## src/rtl/friscv_pkg.sv

```systemverilog
// Shared FRiscV core types and constants.
// Covers the architectural widths, the memory geometry and the fetch-stage types.
package friscv_pkg;

  localparam int XLEN            = 32;
  localparam int XLEN_BYTES      = XLEN / 8;
  localparam int INSTR_BYTES     = XLEN_BYTES;
  localparam int IMEM_ADDR_WIDTH = 12;
  localparam int DMEM_ADDR_WIDTH = 12;

  // Depths are in words, so byte spaces are divided by the word size.
  localparam int IMEM_DEPTH = (1 << IMEM_ADDR_WIDTH) / XLEN_BYTES;
  localparam int DMEM_DEPTH = (1 << DMEM_ADDR_WIDTH) / XLEN_BYTES;

  localparam logic [XLEN-1:0] EXCEPTION_ADDRESS = 32'h0000_0000;

  typedef enum logic [0:0] {BOOT, RUN} fetch_state_t;

  typedef struct packed {
    logic [XLEN-1:0] instr;
    logic [XLEN-1:0] pc;
    logic            valid;
  } if_id_t;

  function automatic logic is_misaligned(input logic [XLEN-1:0] addr);
    return |(addr & XLEN'(INSTR_BYTES - 1));
  endfunction

endpackage

```

## src/rtl/friscv_fetch_stage_if.sv

```systemverilog
// Instruction-memory read port.
// The fetch stage is the master; the synchronous imem is the slave.
interface friscv_fetch_stage_if #(
  parameter int XLEN = 32,
  parameter int AW   = 12
);
  logic [AW-1:0]   imem_addr_o;
  logic [XLEN-1:0] imem_rdata_i;

  modport master (output imem_addr_o, input  imem_rdata_i);
  modport slave  (input  imem_addr_o, output imem_rdata_i);
endinterface

```

## src/rtl/friscv_next_pc.sv

```systemverilog
// Combinational next-PC selection with redirect alignment check.
// Priority: redirect (a misaligned target traps), then stall, then sequential.
module friscv_next_pc #(
  parameter int XLEN = friscv_pkg::XLEN
) (
  input  logic [XLEN-1:0] pc,
  input  logic            stall,
  input  logic            redirect,
  input  logic [XLEN-1:0] redirect_addr,
  output logic [XLEN-1:0] npc,
  output logic            misaligned
);
  import friscv_pkg::*;

  assign misaligned = redirect && is_misaligned(redirect_addr);

  always_comb begin
    npc = pc + XLEN'(INSTR_BYTES);
    if (redirect)   npc = misaligned ? XLEN'(EXCEPTION_ADDRESS) : redirect_addr;
    else if (stall) npc = pc;
  end

endmodule

```

## src/rtl/friscv_fetch_stage.sv

```systemverilog
// IF stage: owns the PC, drives the synchronous imem and the IF/ID register.
// pc_q names the word whose data is on imem_rdata_i in the current cycle.
module friscv_fetch_stage #(
  parameter int              XLEN            = friscv_pkg::XLEN,
  parameter int              IMEM_ADDR_WIDTH = friscv_pkg::IMEM_ADDR_WIDTH,
  parameter logic [XLEN-1:0] RESET_ADDR      = '0
) (
  input  logic                clk,
  input  logic                rst,
  input  logic                stall_i,
  input  logic                redirect_i,
  input  logic [XLEN-1:0]     redirect_addr_i,
  friscv_fetch_stage_if.master imem,
  output logic [XLEN-1:0]     if_id_instr_o,
  output logic [XLEN-1:0]     if_id_pc_o,
  output logic                if_id_valid_o,
  output logic                fetch_exc_o,
  output logic [XLEN-1:0]     fetch_exc_addr_o
);
  import friscv_pkg::*;

  fetch_state_t    state;
  logic [XLEN-1:0] pc_q;
  logic [XLEN-1:0] npc;
  logic            trap;
  if_id_t          if_id_q;

  // In BOOT the stage always advances; stalls only take effect once running.
  friscv_next_pc #(.XLEN(XLEN)) u_next_pc (
    .pc            (pc_q),
    .stall         (stall_i && (state == RUN)),
    .redirect      (redirect_i),
    .redirect_addr (redirect_addr_i),
    .npc           (npc),
    .misaligned    (trap)
  );

  // Upper PC bits are dropped here on purpose; the imem aliases.
  assign imem.imem_addr_o = rst ? RESET_ADDR[IMEM_ADDR_WIDTH-1:0]
                                : npc[IMEM_ADDR_WIDTH-1:0];

  always_ff @(posedge clk) begin
    if (rst) begin
      state            <= BOOT;
      pc_q             <= RESET_ADDR;
      if_id_q          <= '0;
      fetch_exc_o      <= 1'b0;
      fetch_exc_addr_o <= '0;
    end else begin
      state       <= RUN;
      pc_q        <= npc;
      fetch_exc_o <= trap;
      if (trap) fetch_exc_addr_o <= redirect_addr_i;
      // A flush wins over a stall; instr/pc are left as they were.
      if (redirect_i || (state == BOOT)) begin
        if_id_q.valid <= 1'b0;
      end else if (!stall_i) begin
        if_id_q.instr <= imem.imem_rdata_i;
        if_id_q.pc    <= pc_q;
        if_id_q.valid <= 1'b1;
      end
    end
  end

  assign if_id_instr_o = if_id_q.instr;
  assign if_id_pc_o    = if_id_q.pc;
  assign if_id_valid_o = if_id_q.valid;

endmodule

```

## src/flat_wrapper.sv

```systemverilog
// flat-port wrapper written by rule: the top's interface ports become plain ports
module friscv_fetch_stage_flat import friscv_pkg::*;
#(
  parameter int              XLEN            = friscv_pkg::XLEN,
  parameter int              IMEM_ADDR_WIDTH = friscv_pkg::IMEM_ADDR_WIDTH,
  parameter logic [XLEN-1:0] RESET_ADDR      = '0
)
  (clk, rst, stall_i, redirect_i, redirect_addr_i, if_id_instr_o, if_id_pc_o, if_id_valid_o, fetch_exc_o, fetch_exc_addr_o, imem_imem_addr_o, imem_imem_rdata_i);
  friscv_fetch_stage_if #(.XLEN(XLEN), .AW((IMEM_ADDR_WIDTH))) imem_i ();
  input  logic clk;
  input  logic rst;
  input  logic stall_i;
  input  logic redirect_i;
  input  logic [XLEN-1:0] redirect_addr_i;
  output logic [XLEN-1:0] if_id_instr_o;
  output logic [XLEN-1:0] if_id_pc_o;
  output logic if_id_valid_o;
  output logic fetch_exc_o;
  output logic [XLEN-1:0] fetch_exc_addr_o;
  output wire logic [$bits(imem_i.imem_addr_o)-1:0] imem_imem_addr_o;
  input wire logic [$bits(imem_i.imem_rdata_i)-1:0] imem_imem_rdata_i;
  assign imem_imem_addr_o = imem_i.imem_addr_o;
  assign imem_i.imem_rdata_i = imem_imem_rdata_i;
  friscv_fetch_stage #(.XLEN(XLEN), .IMEM_ADDR_WIDTH(IMEM_ADDR_WIDTH), .RESET_ADDR(RESET_ADDR)) u_core (.clk(clk), .rst(rst), .stall_i(stall_i), .redirect_i(redirect_i), .redirect_addr_i(redirect_addr_i), .imem(imem_i), .if_id_instr_o(if_id_instr_o), .if_id_pc_o(if_id_pc_o), .if_id_valid_o(if_id_valid_o), .fetch_exc_o(fetch_exc_o), .fetch_exc_addr_o(fetch_exc_addr_o));
endmodule
```

## config.mk

```make
export PLATFORM = sky130hd
export DESIGN_NAME = friscv_fetch_stage_flat
export DESIGN_NICKNAME = d
export VERILOG_FILES = /design/src/rtl/friscv_pkg.sv /design/src/rtl/friscv_fetch_stage_if.sv /design/src/rtl/friscv_next_pc.sv /design/src/rtl/friscv_fetch_stage.sv /design/src/flat_wrapper.sv
export SDC_FILE = /design/constraint.sdc
export NUM_CORES = 1
export LEC_CHECK = 0
export BUFFER_PORTS_ARGS = -buffer_cell sky130_fd_sc_hd__buf_2
export CAP_MARGIN = 20
export CORE_UTILIZATION = 40
export CTS_BUF_LIST = sky130_fd_sc_hd__clkbuf_8
export DETAILED_ROUTE_END_ITERATION = 8
export PLACE_DENSITY = 0.68
export SYNTH_ARGS = -nofsm -noshare
export SYNTH_HDL_FRONTEND = slang
export SYNTH_SLANG_ARGS = --single-unit
```

## constraint.sdc

```tcl
create_clock -name clk -period 1.6 [get_ports clk]
set_input_delay 0.16 -clock clk [delete_from_list [all_inputs] [get_ports clk]]
set_output_delay 0.16 -clock clk [all_outputs]
set_load 0.1 [all_outputs]
```

==> metrics.md <==
| Metric | Value |
|---|---|
| Worst Path Max Fanout | 5 |
| Post-Syn Area | 5420 µm² |
| Largest net degree at the start of global routing | 87 |
| CTS Buffer Depth | 2 |
| CTS tree | done |
| Cell Pwr Density | ~930 nW/µm² |
| # rows | 42 |
| Vias in the first global route | between 5000 and 6000 |
| Worst skew pair latency | roughly 0.46 ns |
| Ports | 178 |
| Crit path kind | flip-flop to primary output |
| Die area | ~14000 µm² |
| First-pass GRT wire length | roughly 28000 µm |
| Detailed Route Iter0 Violations | roughly 320 |
| Drt total wl | about 18000 µm |
| Post-Syn Instances | between 600 and 700 |
| Initial antenna violation count | 0 |
| Post-synth cell types | between 50 and 60 |
| # port buffers | roughly 180 |
| Hold Crit Class | input port to flip-flop |
| Total congestion overflow | 0 |
| Hold Fails Final Rpt | 0 |
| Slew Limit Fails | 0 |
| HPWL after DPL | approximately 11000 µm |
| Final worst setup slack | -0.5029 ns |
| Total negative slack | -4.098 ns |
| Critical Path Source Type | flip-flop |
| Max-Cap Viols | 0 |
| Status | finished with violations |
| Critical path's slowest cell | dfxtp_4 |
| Ant diodes | 0 |
| Commonest non-fill, non-tap cell in the layout | nand2_1 |
| Total clock sinks | around 130 |
| Max incr delay on CP | between 0.3 and 0.4 ns |
| Number of remaining DRC errors | 0 |
| Final cell utilization of the core | about 66% |
| Dpl cells | about 1100 |
| Final net count | 1044 |
| Violated checks | setup timing |
| Die width | between 100 and 150 µm |
| Crit end category | primary output |
| Remaining antenna violation count after routing | 0 |
| Seq cells post-synth | 131 |
| Synthesized area per cell | between 7 and 8 µm² |
| Initial Utilization | roughly 41% |
| Hold Path Depth | 3 |
| Layout area overhead | 61.15% |
| Final Skew | 0.01851 ns |
| Unrepaired setup endpoints after global routing | true |
| Worst Tran Pin Value | just over 0.5 ns |
| GR Util All Layers | 25.55% |
| Initial DRT Pass Iterations | 5 |
| Post-Layout Cell Count | roughly 1200 |
| TritonCTS buffer count | 17 |
| Max H-tree Level | 4 |
| GP Congestion | 0.9563 |
| Worst Reg-to-Reg Cells | 5 |
| Post-route minimum period | between 2 and 2.5 ns |
| Per-cell routed wire length | about 15 µm |
| Register area share after synthesis | 48.38% |
| Core area | 13240 µm² |
| Worst Path Arrival | ~1.9 ns |
| Fraction of layout cells with a size suffix above 1 | 37.25% |
| Setup violations, final | 11 |
| WP data required | about 1.4 ns |
| Synthesis warning total | 0 |
| Relative slew slack | about 66% |
| Die height | around 120 µm |
| Clock Tree Root | clkbuf_8 |
| Crit-path cells | nand3_2, or3_1, a21o_1, a21oi_4, buf_12 |
| Vias/cell | just over 5 |
| FMAX | 475.5 MHz |
| Final Cycle Share | 131.4% |
| Post-Syn Nets | between 700 and 800 |
| Fillers | roughly 1100 |
| Clock transition at path regs | about 0.080 ns |
| Commonest cells after routing, fill and taps aside | 211 x nand2_1, 164 x buf_2, 116 x dfxtp_1 |
| Via count | about 6000 |
| Worst vdd ir | between 1 and 1.5 mV |
| P_leak | around 3.7 nW |
==> cell type report <==
| class | count | area, µm² | area share [%] |
|---|---|---|---|
| repair buffers | 330 | 2485 | 28.45 |
| well taps | 176 | 220.2 | 2.521 |
| flip-flops and latches | 131 | 2661 | 30.47 |
| inverters | 1 | 3.754 | 0.04297 |
| clock inverters | 15 | 214.0 | 2.450 |
| multi-input cells | 494 | 2917 | 33.39 |
| clock buffers | 17 | 234.0 | 2.679 |
==> layer usage <==
metal  share of wire, %  up-vias  global-route usage (%)
met1                 40     2825                   29.57
li1                   -     2939                       -
met5                  0        -                       0
met3                6.3       29                   7.529
met2                 51      197                   44.23
met4                1.7        0                   9.889
==> stage by stage <==
step | total power, mW | cell area, µm² | hold slack [ns] | worst slack [ns]
2_1_floorplan | 4.440 | 5553 | 0.2690 | -0.2383
3_3_place_gp | 4.815 | 7211 | 0.3959 | -0.03320
3_5_place_dp | 4.825 | 7211 | 0.4028 | -0.05404
4_1_cts | 8.121 | 8468 | 0.06383 | -0.4987
5_1_grt | 8.396 | 8735 | 0.1079 | -0.5940
6_report | 8.117 | 8735 | 0.09789 | -0.5029
==> worst paths after layout <==
path                                            start                                  endpoint  slack [ns]
max reg2reg                 u_core.pc_q[7]$_SDFF_PP0_              u_core.pc_q[22]$_SDFFE_PP0P_       -0.04
max                         u_core.pc_q[3]$_SDFF_PP0_                       imem_imem_addr_o[5]       -0.50
min reg2reg  u_core.fetch_exc_addr_o[27]$_SDFFE_PP0P_  u_core.fetch_exc_addr_o[27]$_SDFFE_PP0P_        0.45
min                                           stall_i         u_core.if_id_valid_o$_SDFFE_PP0N_         0.1
==> flip-flops by register name, indices dropped and copies added (netlist names) <==
register / count
u_core.fetch_exc_addr_o: 32
u_core.fetch_exc_o: 1
u_core.if_id_instr_o: 32
u_core.if_id_pc_o: 32
u_core.if_id_valid_o: 1
u_core.pc_q: 32
u_core.state: 1
==> critical path, delay by kind of cell (launching register included) <==
family / cells / cell delay (ns)
AOI/OAI and AO/OA: 2 / 0.35
buffers and inverters: 1 / 0.19
DFF: 1 / 0.39
and+or+nand+nor: 2 / 0.56
==> cells in the mapped netlist, drive strengths merged <==
cell	instances	area, µm²
o311ai	3	26.28
a22o	15	131.4
nand2b	1	6.260
and3	7	43.79
nand3	11	60.06
o21ai	2	10.00
a21oi	98	490.5
and4	1	8.760
o221ai	1	8.760
dfxtp	131	2623
buf	20	105.1
a31o	5	43.79
mux2i	1	10.01
nand2	214	803.3
ha	1	12.51
a31oi	3	18.77
clkbuf	32	121.4
xnor2	9	78.83
o211ai	10	75.07
nor3b	2	20.02
xor2	5	43.79
o22ai	3	18.77
a211o	1	8.760
a22oi	13	97.59
nor3	8	45.04
or3	3	18.77
or2	1	6.260
nand4	18	127.6
inv	1	3.750
a221o	3	30.03
or4	1	7.510
a21boi	1	7.510
a2bb2oi	3	26.28
o21a	1	7.510
a21o	2	15.01
or4b	1	10.01
nor4	9	68.81
and2	9	56.31
or3b	1	8.760
a211oi	1	12.51
nand4b	1	8.760
nor2	25	93.84
==> report_power, final <==
group          total [mW]  internal (mW)  leakage, nW  switching [mW]
clock network        3.17           1.84        0.219            1.33
logic                1.53          0.473         2.43            1.06
registers            3.42           3.35         1.07          0.0627
total                8.12           5.66         3.73            2.45
==> what timing repair did <==
item / 4_1_cts / 5_1_grt
hold buffers: 65 / 0
endpoints found under the hold margin: 80 / 0
setup buffers: 9 / 8
setup endpoints to repair: 13 / 28
gates resized for setup: 24 / 42
pin swaps: 13 / 25
==> logic make-up (layout without fill, tap and decap cells) <==
family / count (synthesis) / in the layout / share of synthesized area [%]
compound gates: 165 / 165 / 18.98
flops: 131 / 131 / 48.38
mux: 1 / 1 / 0.1847
xor+xnor: 14 / 14 / 2.262
fa+ha+maj: 1 / 1 / 0.2308
simple gates: 313 / 313 / 25.72
buf+inv: 53 / 363 / 4.247
Power figures use the tool's default switching activity.
